### src/rtl/uart_pkg.sv
// Shared definitions for the UART transmitter: FSM state encoding,
// parity helper and the default baud divisor.
package uart_pkg;

    typedef enum logic [2:0] {
        IDLE   = 3'd0,
        START  = 3'd1,
        DATA   = 3'd2,
        PARITY = 3'd3,
        STOP   = 3'd4
    } tx_state_t;

    localparam int DEFAULT_DIV = 868;

    // Even parity when odd == 0; data narrower than 8 bits is zero-extended by the caller.
    function automatic logic calc_parity(input logic [7:0] data, input logic odd);
        return (^data) ^ odd;
    endfunction

endpackage

### src/rtl/uart_sync_fifo.sv
// Synchronous circular-buffer FIFO with occupancy count and a
// one-cycle overflow pulse for writes dropped while full.
module uart_sync_fifo #(
    parameter int WIDTH = 8,
    parameter int DEPTH = 16
) (
    input  logic                   clk,
    input  logic                   rst,
    input  logic                   wr_en,
    input  logic [WIDTH-1:0]       wr_data,
    input  logic                   rd_en,
    output logic [WIDTH-1:0]       rd_data,
    output logic                   full,
    output logic                   empty,
    output logic [$clog2(DEPTH):0] count,
    output logic                   overflow
);

    localparam int AW = $clog2(DEPTH);

    logic [WIDTH-1:0] mem_q [DEPTH];
    logic [AW-1:0]    wr_ptr_q, wr_ptr_d;
    logic [AW-1:0]    rd_ptr_q, rd_ptr_d;
    logic [AW:0]      count_q, count_d;
    logic             overflow_q, overflow_d;
    logic             do_wr, do_rd;

    assign full     = (count_q == (AW+1)'(DEPTH));
    assign empty    = (count_q == '0);
    assign count    = count_q;
    assign overflow = overflow_q;
    assign rd_data  = mem_q[rd_ptr_q];

    // A write while full is dropped even if a pop frees a slot in the same cycle.
    always_comb begin
        do_wr      = wr_en && !full;
        do_rd      = rd_en && !empty;
        wr_ptr_d   = do_wr ? wr_ptr_q + AW'(1) : wr_ptr_q;
        rd_ptr_d   = do_rd ? rd_ptr_q + AW'(1) : rd_ptr_q;
        count_d    = count_q;
        if (do_wr && !do_rd) begin
            count_d = count_q + (AW+1)'(1);
        end else if (!do_wr && do_rd) begin
            count_d = count_q - (AW+1)'(1);
        end
        overflow_d = wr_en && full;
    end

    always_ff @(posedge clk) begin
        if (rst) begin
            wr_ptr_q   <= '0;
            rd_ptr_q   <= '0;
            count_q    <= '0;
            overflow_q <= 1'b0;
        end else begin
            wr_ptr_q   <= wr_ptr_d;
            rd_ptr_q   <= rd_ptr_d;
            count_q    <= count_d;
            overflow_q <= overflow_d;
        end
    end

    always_ff @(posedge clk) begin
        if (do_wr) begin
            mem_q[wr_ptr_q] <= wr_data;
        end
    end

endmodule

### src/rtl/uart_tx_fifo.sv
// UART transmitter fed by an internal FIFO; frame settings are latched
// when a word is popped so mid-frame changes only affect later frames.
module uart_tx_fifo
    import uart_pkg::*;
#(
    parameter int DATA_W     = 8,
    parameter int FIFO_DEPTH = 16,
    parameter int DIV_W      = 16
) (
    input  logic                        clk,
    input  logic                        rst,
    input  logic                        wr_en,
    input  logic [DATA_W-1:0]           wr_data,
    output logic                        full,
    output logic                        empty,
    output logic [$clog2(FIFO_DEPTH):0] fifo_count,
    output logic                        overflow,
    input  logic                        tx_en,
    input  logic [DIV_W-1:0]            baud_div,
    input  logic                        parity_en,
    input  logic                        odd_parity,
    input  logic                        two_stop,
    output logic                        tx_out,
    output logic                        busy
);

    localparam int BW = (DATA_W > 1) ? $clog2(DATA_W) : 1;

    tx_state_t         state_q, state_d;
    logic [DIV_W-1:0]  baud_cnt_q, baud_cnt_d;
    logic [DIV_W-1:0]  div_q, div_d;
    logic [BW-1:0]     bit_cnt_q, bit_cnt_d;
    logic [DATA_W-1:0] shift_q, shift_d;
    logic              par_bit_q, par_bit_d;
    logic              par_en_q, par_en_d;
    logic              two_stop_q, two_stop_d;
    logic              stop2_q, stop2_d;
    logic              tx_q, tx_d;
    logic              pop, bit_end, start_ok;
    logic [DATA_W-1:0] head;
    logic [7:0]        head_ext;

    uart_sync_fifo #(
        .WIDTH (DATA_W),
        .DEPTH (FIFO_DEPTH)
    ) u_fifo (
        .clk      (clk),
        .rst      (rst),
        .wr_en    (wr_en),
        .wr_data  (wr_data),
        .rd_en    (pop),
        .rd_data  (head),
        .full     (full),
        .empty    (empty),
        .count    (fifo_count),
        .overflow (overflow)
    );

    assign tx_out = tx_q;
    assign busy   = (state_q != IDLE);

    always_comb begin
        state_d    = state_q;
        div_d      = div_q;
        bit_cnt_d  = bit_cnt_q;
        shift_d    = shift_q;
        par_bit_d  = par_bit_q;
        par_en_d   = par_en_q;
        two_stop_d = two_stop_q;
        stop2_d    = stop2_q;
        pop        = 1'b0;
        head_ext   = '0;
        head_ext[DATA_W-1:0] = head;
        bit_end    = (baud_cnt_q == div_q - DIV_W'(1));
        start_ok   = tx_en && !empty;
        baud_cnt_d = bit_end ? '0 : baud_cnt_q + DIV_W'(1);

        case (state_q)
            IDLE: begin
                baud_cnt_d = '0;
                pop        = start_ok;
            end
            START: begin
                if (bit_end) begin
                    state_d   = DATA;
                    bit_cnt_d = '0;
                end
            end
            DATA: begin
                if (bit_end) begin
                    shift_d = shift_q >> 1;
                    if (bit_cnt_q == BW'(DATA_W - 1)) begin
                        state_d = par_en_q ? PARITY : STOP;
                        stop2_d = 1'b0;
                    end else begin
                        bit_cnt_d = bit_cnt_q + BW'(1);
                    end
                end
            end
            PARITY: begin
                if (bit_end) begin
                    state_d = STOP;
                    stop2_d = 1'b0;
                end
            end
            STOP: begin
                if (bit_end) begin
                    if (two_stop_q && !stop2_q) begin
                        stop2_d = 1'b1;
                    end else if (start_ok) begin
                        pop = 1'b1;
                    end else begin
                        state_d = IDLE;
                    end
                end
            end
            default: state_d = IDLE;
        endcase

        // Popping from IDLE or at the end of STOP starts the next frame with no gap.
        if (pop) begin
            state_d    = START;
            shift_d    = head;
            div_d      = (baud_div == '0) ? DIV_W'(1) : baud_div;
            par_bit_d  = calc_parity(head_ext, odd_parity);
            par_en_d   = parity_en;
            two_stop_d = two_stop;
            stop2_d    = 1'b0;
            baud_cnt_d = '0;
        end

        case (state_d)
            START:   tx_d = 1'b0;
            DATA:    tx_d = shift_d[0];
            PARITY:  tx_d = par_bit_d;
            default: tx_d = 1'b1;
        endcase
    end

    always_ff @(posedge clk) begin
        if (rst) begin
            state_q    <= IDLE;
            baud_cnt_q <= '0;
            div_q      <= DIV_W'(1);
            bit_cnt_q  <= '0;
            shift_q    <= '0;
            par_bit_q  <= 1'b0;
            par_en_q   <= 1'b0;
            two_stop_q <= 1'b0;
            stop2_q    <= 1'b0;
            tx_q       <= 1'b1;
        end else begin
            state_q    <= state_d;
            baud_cnt_q <= baud_cnt_d;
            div_q      <= div_d;
            bit_cnt_q  <= bit_cnt_d;
            shift_q    <= shift_d;
            par_bit_q  <= par_bit_d;
            par_en_q   <= par_en_d;
            two_stop_q <= two_stop_d;
            stop2_q    <= stop2_d;
            tx_q       <= tx_d;
        end
    end

endmodule

### config.mk
export PLATFORM = sky130hd
export DESIGN_NAME = uart_tx_fifo
export DESIGN_NICKNAME = d
export VERILOG_FILES = /design/src/rtl/uart_pkg.sv /design/src/rtl/uart_sync_fifo.sv /design/src/rtl/uart_tx_fifo.sv
export SDC_FILE = /design/constraint.sdc
export NUM_CORES = 1
export LEC_CHECK = 0
export ABC_CLOCK_PERIOD_IN_PS = 4120
export CELL_PAD_IN_SITES_DETAIL_PLACEMENT = 2
export CELL_PAD_IN_SITES_GLOBAL_PLACEMENT = 2
export CORE_ASPECT_RATIO = 2
export CORE_MARGIN = 10
export CORE_UTILIZATION = 39
export DETAILED_ROUTE_END_ITERATION = 16
export PLACE_DENSITY = 0.82
export REMOVE_ABC_BUFFERS = 1
export SETUP_SLACK_MARGIN = 0.5
export SKIP_LAST_GASP = 1
export SYNTH_ARGS = -nofsm -noshare
export SYNTH_HDL_FRONTEND = slang
export SYNTH_SLANG_ARGS = --single-unit
export TNS_END_PERCENT = 100
### constraint.sdc
create_clock -name clk -period 4.12 [get_ports clk]
set_input_delay 0.824 -clock clk [delete_from_list [all_inputs] [get_ports clk]]
set_output_delay 0.824 -clock clk [all_outputs]
set_load 0.01 [all_outputs]
# == Word level (Yosys, flattened, before mapping) ==
# Memory sizes are Yosys's and may differ from the RTL's. A register that Yosys moved wholly into a read port is not among the register bits.
# Index checks and enable logic that the tools add are counted.
# word_totals
ram_bits,128
reg_bits,65
memories,1
output_inout_bits,10
word_cells,104
# classes
bitwise_logic,1
addsub,7
eq_ne,17
n_reduce_logical,27
mux,36
# mem_list
name,depth,width,rd,rd_clocked_by_memory_dff,write_ports,line_no,text
u_fifo.mem_q,16,8,1,1,1,uart_sync_fifo.sv:21,logic [WIDTH-1:0] mem_q [DEPTH];
# ops
cell,count
3-bit 2-to-1 mux,12
8-bit 2-to-1 mux,3
16-bit by 1-bit adder with 16-bit output (second input constant),1
16-bit equality test,1
16-bit zero test,1
16-bit 2-to-1 mux,1
16-bit by 1-bit subtractor with 16-bit output (second input constant),1
3-bit one-hot mux with 5 select lines,1
2-bit != test (second input constant),7
3-bit by 2-bit equality test with 1-bit output (second input constant),4
1-bit 2-to-1 mux,11
5-bit 2-to-1 mux,2
4-bit by 1-bit adder with 4-bit output (second input constant),2
4-bit 2-to-1 mux,2
2-bit nonzero test,4
8-bit parity,1
1-bit logical AND,7
3-bit by 1-bit equality test with 1-bit output (second input constant),2
3-bit equality test (second input constant),2
1-bit one-hot mux with 3 select lines,2
3-bit one-hot mux with 2 select lines,1
6-bit AND reduction,1
3-bit nonzero test,2
5-bit by 1-bit adder with 5-bit output (second input constant),1
12 further kinds,16

# == Longest topological paths before layout ==
# logic_depth
depth_word,11
depth_mapped,19
ltp_nobuf,18

# == Hierarchy ==
# A second synthesis with hierarchy kept.
# unflattened
hier_cells,635
hier_area_um2,8599.5
# by_module_without_submodules
mod,instances,seq_area_each_um2,cells_each,area_per_inst_um2
uart_sync_fifo,1,4204.0,313,5758.0
uart_tx_fifo,1,1021.0,322,2841.5

# == Least setup slack after synthesis ==
# Ideal clock, no wire load.
# synth_timing
path_kind,register to register
start,register div_q[0]
end,"register u_fifo.count_q[4], in the netlist u_fifo.count[4]"
synth_period_minus_slack_ps,4156
path_buffers,1
path_slack_ps,-36
arrival_time_ps,4086
path_stages_with_launch,19
path_cell_list,dfxtp_1 > inv_1 > ha_1 > nor3b_1 > a21oi_1 > nor4_1 > o2111ai_2 > or4_1 > o21ai_2 > inv_2 > buf_2 > ha_1 > inv_1 > ha_1 > a21o_1 > a21oi_1 > xnor2_1 > or3_1 > a21oi_1
# synth_via
elab_chain_len,8
word_cells_on_any_way,10
classes_between,add/sub (1); eq/ne (1); mux (3); reduce/logical (5)
# synth_lines
element,line_no,text
from (decl),uart_tx_fifo.sv:31,"logic [DIV_W-1:0] div_q, div_d;"
from (signal assigned),uart_tx_fifo.sv:155,div_q <= div_d;
16-bit by 1-bit subtractor with 16-bit output *,uart_tx_fifo.sv:74,bit_end = (baud_cnt_q == div_q - DIV_W'(1));
16-bit equality test *,uart_tx_fifo.sv:74,
1-bit 2-to-1 mux *,uart_tx_fifo.sv:107,if (bit_end) begin
1-bit one-hot mux with 2 select lines *,uart_tx_fifo.sv:78,case (state_q)
1-bit logical AND *,uart_sync_fifo.sv:37,do_rd = rd_en && !empty;
1-bit zero test,uart_sync_fifo.sv:41,if (do_wr && !do_rd) begin
1-bit logical AND,uart_sync_fifo.sv:41,
5-bit 2-to-1 mux / 2-bit nonzero test (equally long branches),--,
to (signal assigned),uart_sync_fifo.sv:58,count_q <= count_d;
to (decl),uart_sync_fifo.sv:24,"logic [AW:0] count_q, count_d;"
# Mark *: on every way between the ends. The rest lies on a longest branch, timed or not.
# A chain may end at the register's enable or synchronous reset.

# == Worst setup path after layout ==
# layout_timing
start,register div_q[4]
end,"register u_fifo.count_q[4], in the netlist u_fifo.count[4]"
# Same word-level chain as after synthesis.

==> results.md <==
* NetSw at about 2.3 mW
* Peak supply drop at between 300 and 400 uV
* Total gr overflow at 0
* Die Ht at 229 um
* Final Total Pwr at approximately 6.5 mW
* RSZ-0062 raised after global routing: true
* Post-Syn Area at 8480 um^2
* Via count at 5,454
* Worst min path class: register to register
* Final WS setup at approximately 0.15 ns
* Critical-path cell list: or4_4 > or3_4 > a22oi_2 > nand4_1 > or4_4 > o21ai_4 > inv_2 > ha_4 > inv_2 > ha_1 > a21o_1 > a21oi_2 > xnor2_2 > or3_4 > a21oi_2
* Pin count of the biggest net entering global routing at 33
* Outcome: finished, final reports clean
* WHS at ~0.47 ns
* Bufs and invs on worst path at 2
* Clock skew at 0.00934 ns
* Total track usage at between 15 and 20%
* Fin cells at 982
* Post-Syn Instances at 629
* Combinational Power Share at approximately a third
* Slew Viols, Final at 0
* FP Rows at 76
* Routed len/inst at around 24 um
* Die W at 124 um
* Setup CP Type: register to register
* Clock network fraction of design power at between 20% and 30%
* Number of synthesized flops with an enable pin at ~130
* Core Util, Final at approximately 47%
* CTS Buf Count at 17
* Placed Instances at 942
* Placed Area at slightly above 9000 um^2
* CTS tree: built
* Average size of a mapped cell at approximately 13 um^2
* Net Sw Frac at a little over a third
* Starting DRT DRC Count at roughly 240
* Max clock buf depth at 2
* Final min period at slightly below 4 ns
* Dpl hpwl at between 15 and 20 mm
* Clock sinks at 197
* Num ports at between 40 and 50
* Setup TNS at 0 ns
* Max frequency at 252 MHz
* Initial antenna violation count at 0
* Power Density at ~640 nW/um^2
* Drt pass-1 iters at 4
* Most common cell after layout, fill and taps aside: edfxtp_1
* H-tree Lvls at 4
* Vias in the first global route at roughly 6,300
* Worst Path Required at about 4.5 ns
* Synth Register Bits at 197
* Setup WS pre-CTS at -0.0363 ns
* Leakage Power at 3.41 nW
* # nets final at 742
* Core ar. at between 20,000 and 25,000 um^2
* Die area at between 20,000 and 30,000 um^2
* CTS root buffer: clkbuf_16
* Final Instance Area at approximately 10,000 um^2
* Pint at ~4.2 mW
* Synth cell types at 56
* CP endpoint kind: register
* Tightest Pin Transition at 1.05 ns
* MaxCap Viol Count at 0
* Sequential cell area at around 5200 um^2
* Drc violations at 0
* Ys async rst share at 0%
* Top_reg_cell synth: edfxtp_1
* YS warnings at 0
* Initial Util at 39.5%
* GPL Wtd Cong at between 0.9 and 1
* Post-synthesis sequential area ratio at 61.6%
* Multi-input logic area at ~3200 um^2
* Worst slew margin at 29.8%
* Layout area overhead at 19.0%
* Worst path max stage delay at slightly above 0.6 ns
* Share of cells above drive strength 1 at around 19%
* Top Family by Delay on Critical Path: simple AND/OR/NAND/NOR gates
* CTS hold repair buffers at 0
* Antenna diodes at 0
* Fillers at around 2,100
* Clock transition at the registers of the reported paths at 0.07 ns
* Commonest non-fill, non-tap cells in the layout: edfxtp_1, dfxtp_1, nor2_1, nand2_1, clkdlybuf4s50_1
* Slowest CP cell: or4_4
* Final cycle utilization of the critical path at between 90% and 100%
* Final setup viols at 0
* Critical Path AT at 4.35 ns
* Buffers on Ports at 40
* First-pass GRT wire length at 36.9 mm
* Clk Latency, worst-skew pair at 0.46 ns
* Via density per instance at approximately 5.6
* CP startpoint kind: register
* ANT nets after route at 0
* Worst-path fanout max at 3
* Post-Route WL at ~23 mm
* Final Hold Viols at 0
* Seq pwr share at slightly below 40%
==> power by group through the flow <==
| stage | Combinational, mW | Clock, mW | Sequential [mW] |
|---|---|---|---|
| after floorplan | 1.29 | 0 | 2.53 |
| after global placement | 1.95 | 0 | 2.52 |
| after detailed placement | 2.08 | 0 | 2.54 |
| after CTS | 2.24 | 1.73 | 2.50 |
| after global routing | 2.50 | 1.80 | 2.54 |
| final | 2.29 | 1.69 | 2.50 |
==> layout make-up <==
cell class,instances,share of cell area [%]
Clock buffer,17,4.21
Clock inverter,15,1.73
Inverter,15,0.558
Multi-Input combinational cell,390,31.6
Sequential cell,197,51.8
Tap cell,273,3.38
Timing Repair Buffer,75,6.68
==> cells in the mapped netlist (2+ instances only) <==
cell type	number	area [um^2]
nor4_1	11	68.8
clkbuf_1	13	48.8
or3_1	7	43.8
a211oi_1	7	52.6
and3_1	6	37.5
xor2_1	24	210
nand2_1	48	180
and2_1	3	18.8
buf_1	3	11.3
or4_4	2	22.5
nor3_1	12	60.1
nor2b_1	8	50.1
nand2b_1	7	43.8
o211ai_1	2	15.0
a22o_1	13	114
o21ai_0	5	25.0
a221oi_1	2	17.5
a311o_1	3	30.0
a21oi_1	25	125
inv_1	14	52.6
or2_2	2	12.5
nand4_1	8	50.1
edfxtp_1	128	3840
nand3b_1	5	37.5
nor2_1	61	229
ha_1	14	175
buf_6	2	22.5
or4_1	3	22.5
mux4_2	34	766
dfxtp_1	69	1380
mux2i_1	3	30.0
buf_4	3	22.5
xnor2_1	27	236
nand3_1	13	65.1
a31oi_1	3	18.8
buf_2	6	30.0
nor3b_1	2	15.0
a22oi_1	11	82.6
a21o_1	3	22.5
==> path summary, 6_finish.rpt <==
check,start,to,slack [ns],depth (start not counted)
worst max-delay path,div_q[4]$_SDFFE_PP0N_,u_fifo.count[4]$_SDFFE_PP0P_,0.15,15
worst min-delay path,par_bit_q$_SDFF_PP0_,par_bit_q$_SDFF_PP0_,0.47,2
worst max register to register,div_q[4]$_SDFFE_PP0N_,u_fifo.count[4]$_SDFFE_PP0P_,0.15,15
worst min register to register,par_bit_q$_SDFF_PP0_,par_bit_q$_SDFF_PP0_,0.47,2
==> what timing repair did <==
item	CTS	global route
setup endpoints to repair	4	18
pin swaps	9	12
buffers inserted	5	3
resized for setup	23	7
endpoints found under the hold margin	0	0
==> logic make-up after synthesis <==
| group | Yosys count | share of synthesized area, % |
|---|---|---|
| muxes | 37 | 9.38 |
| xor gates and xnor gates | 52 | 5.53 |
| buffers and inverters | 42 | 2.26 |
| adders and majority gates | 15 | 2.30 |
| and+or+nand+nor | 204 | 12.0 |
| AOI/OAI and AO/OA | 82 | 6.90 |
| DFF | 197 | 61.6 |
==> tightest hold or removal path: stages (launching register included) <==
cell	delay [ns]
dfxtp_1	0.32
nand2_1	0.06
a21oi_1	0.05
==> routing by layer <==
metal | vias up | GRT usage, % | routed length (um)
met5 | - | 0 | 0
met4 | 0 | 8.74 | 961
met3 | 57 | 2.44 | 386
met2 | 82 | 34.1 | 14200
met1 | 2823 | 14.9 | 7770
li1 | 2492 | - | -
==> sequential cells by signal, indices dropped and copies added (netlist names), named ones only <==
signal	flops
baud_cnt_q	16
bit_cnt_q	3
div_q	16
par_bit_q	1
par_en_q	1
shift_q	8
state_q	3
stop2_q	1
two_stop_q	1
tx_out	1
u_fifo.count	5
u_fifo.mem_q	128
u_fifo.overflow	1
u_fifo.rd_ptr_q	4
u_fifo.wr_ptr_q	4
Note: power is estimated with default switching activity, not from simulation.
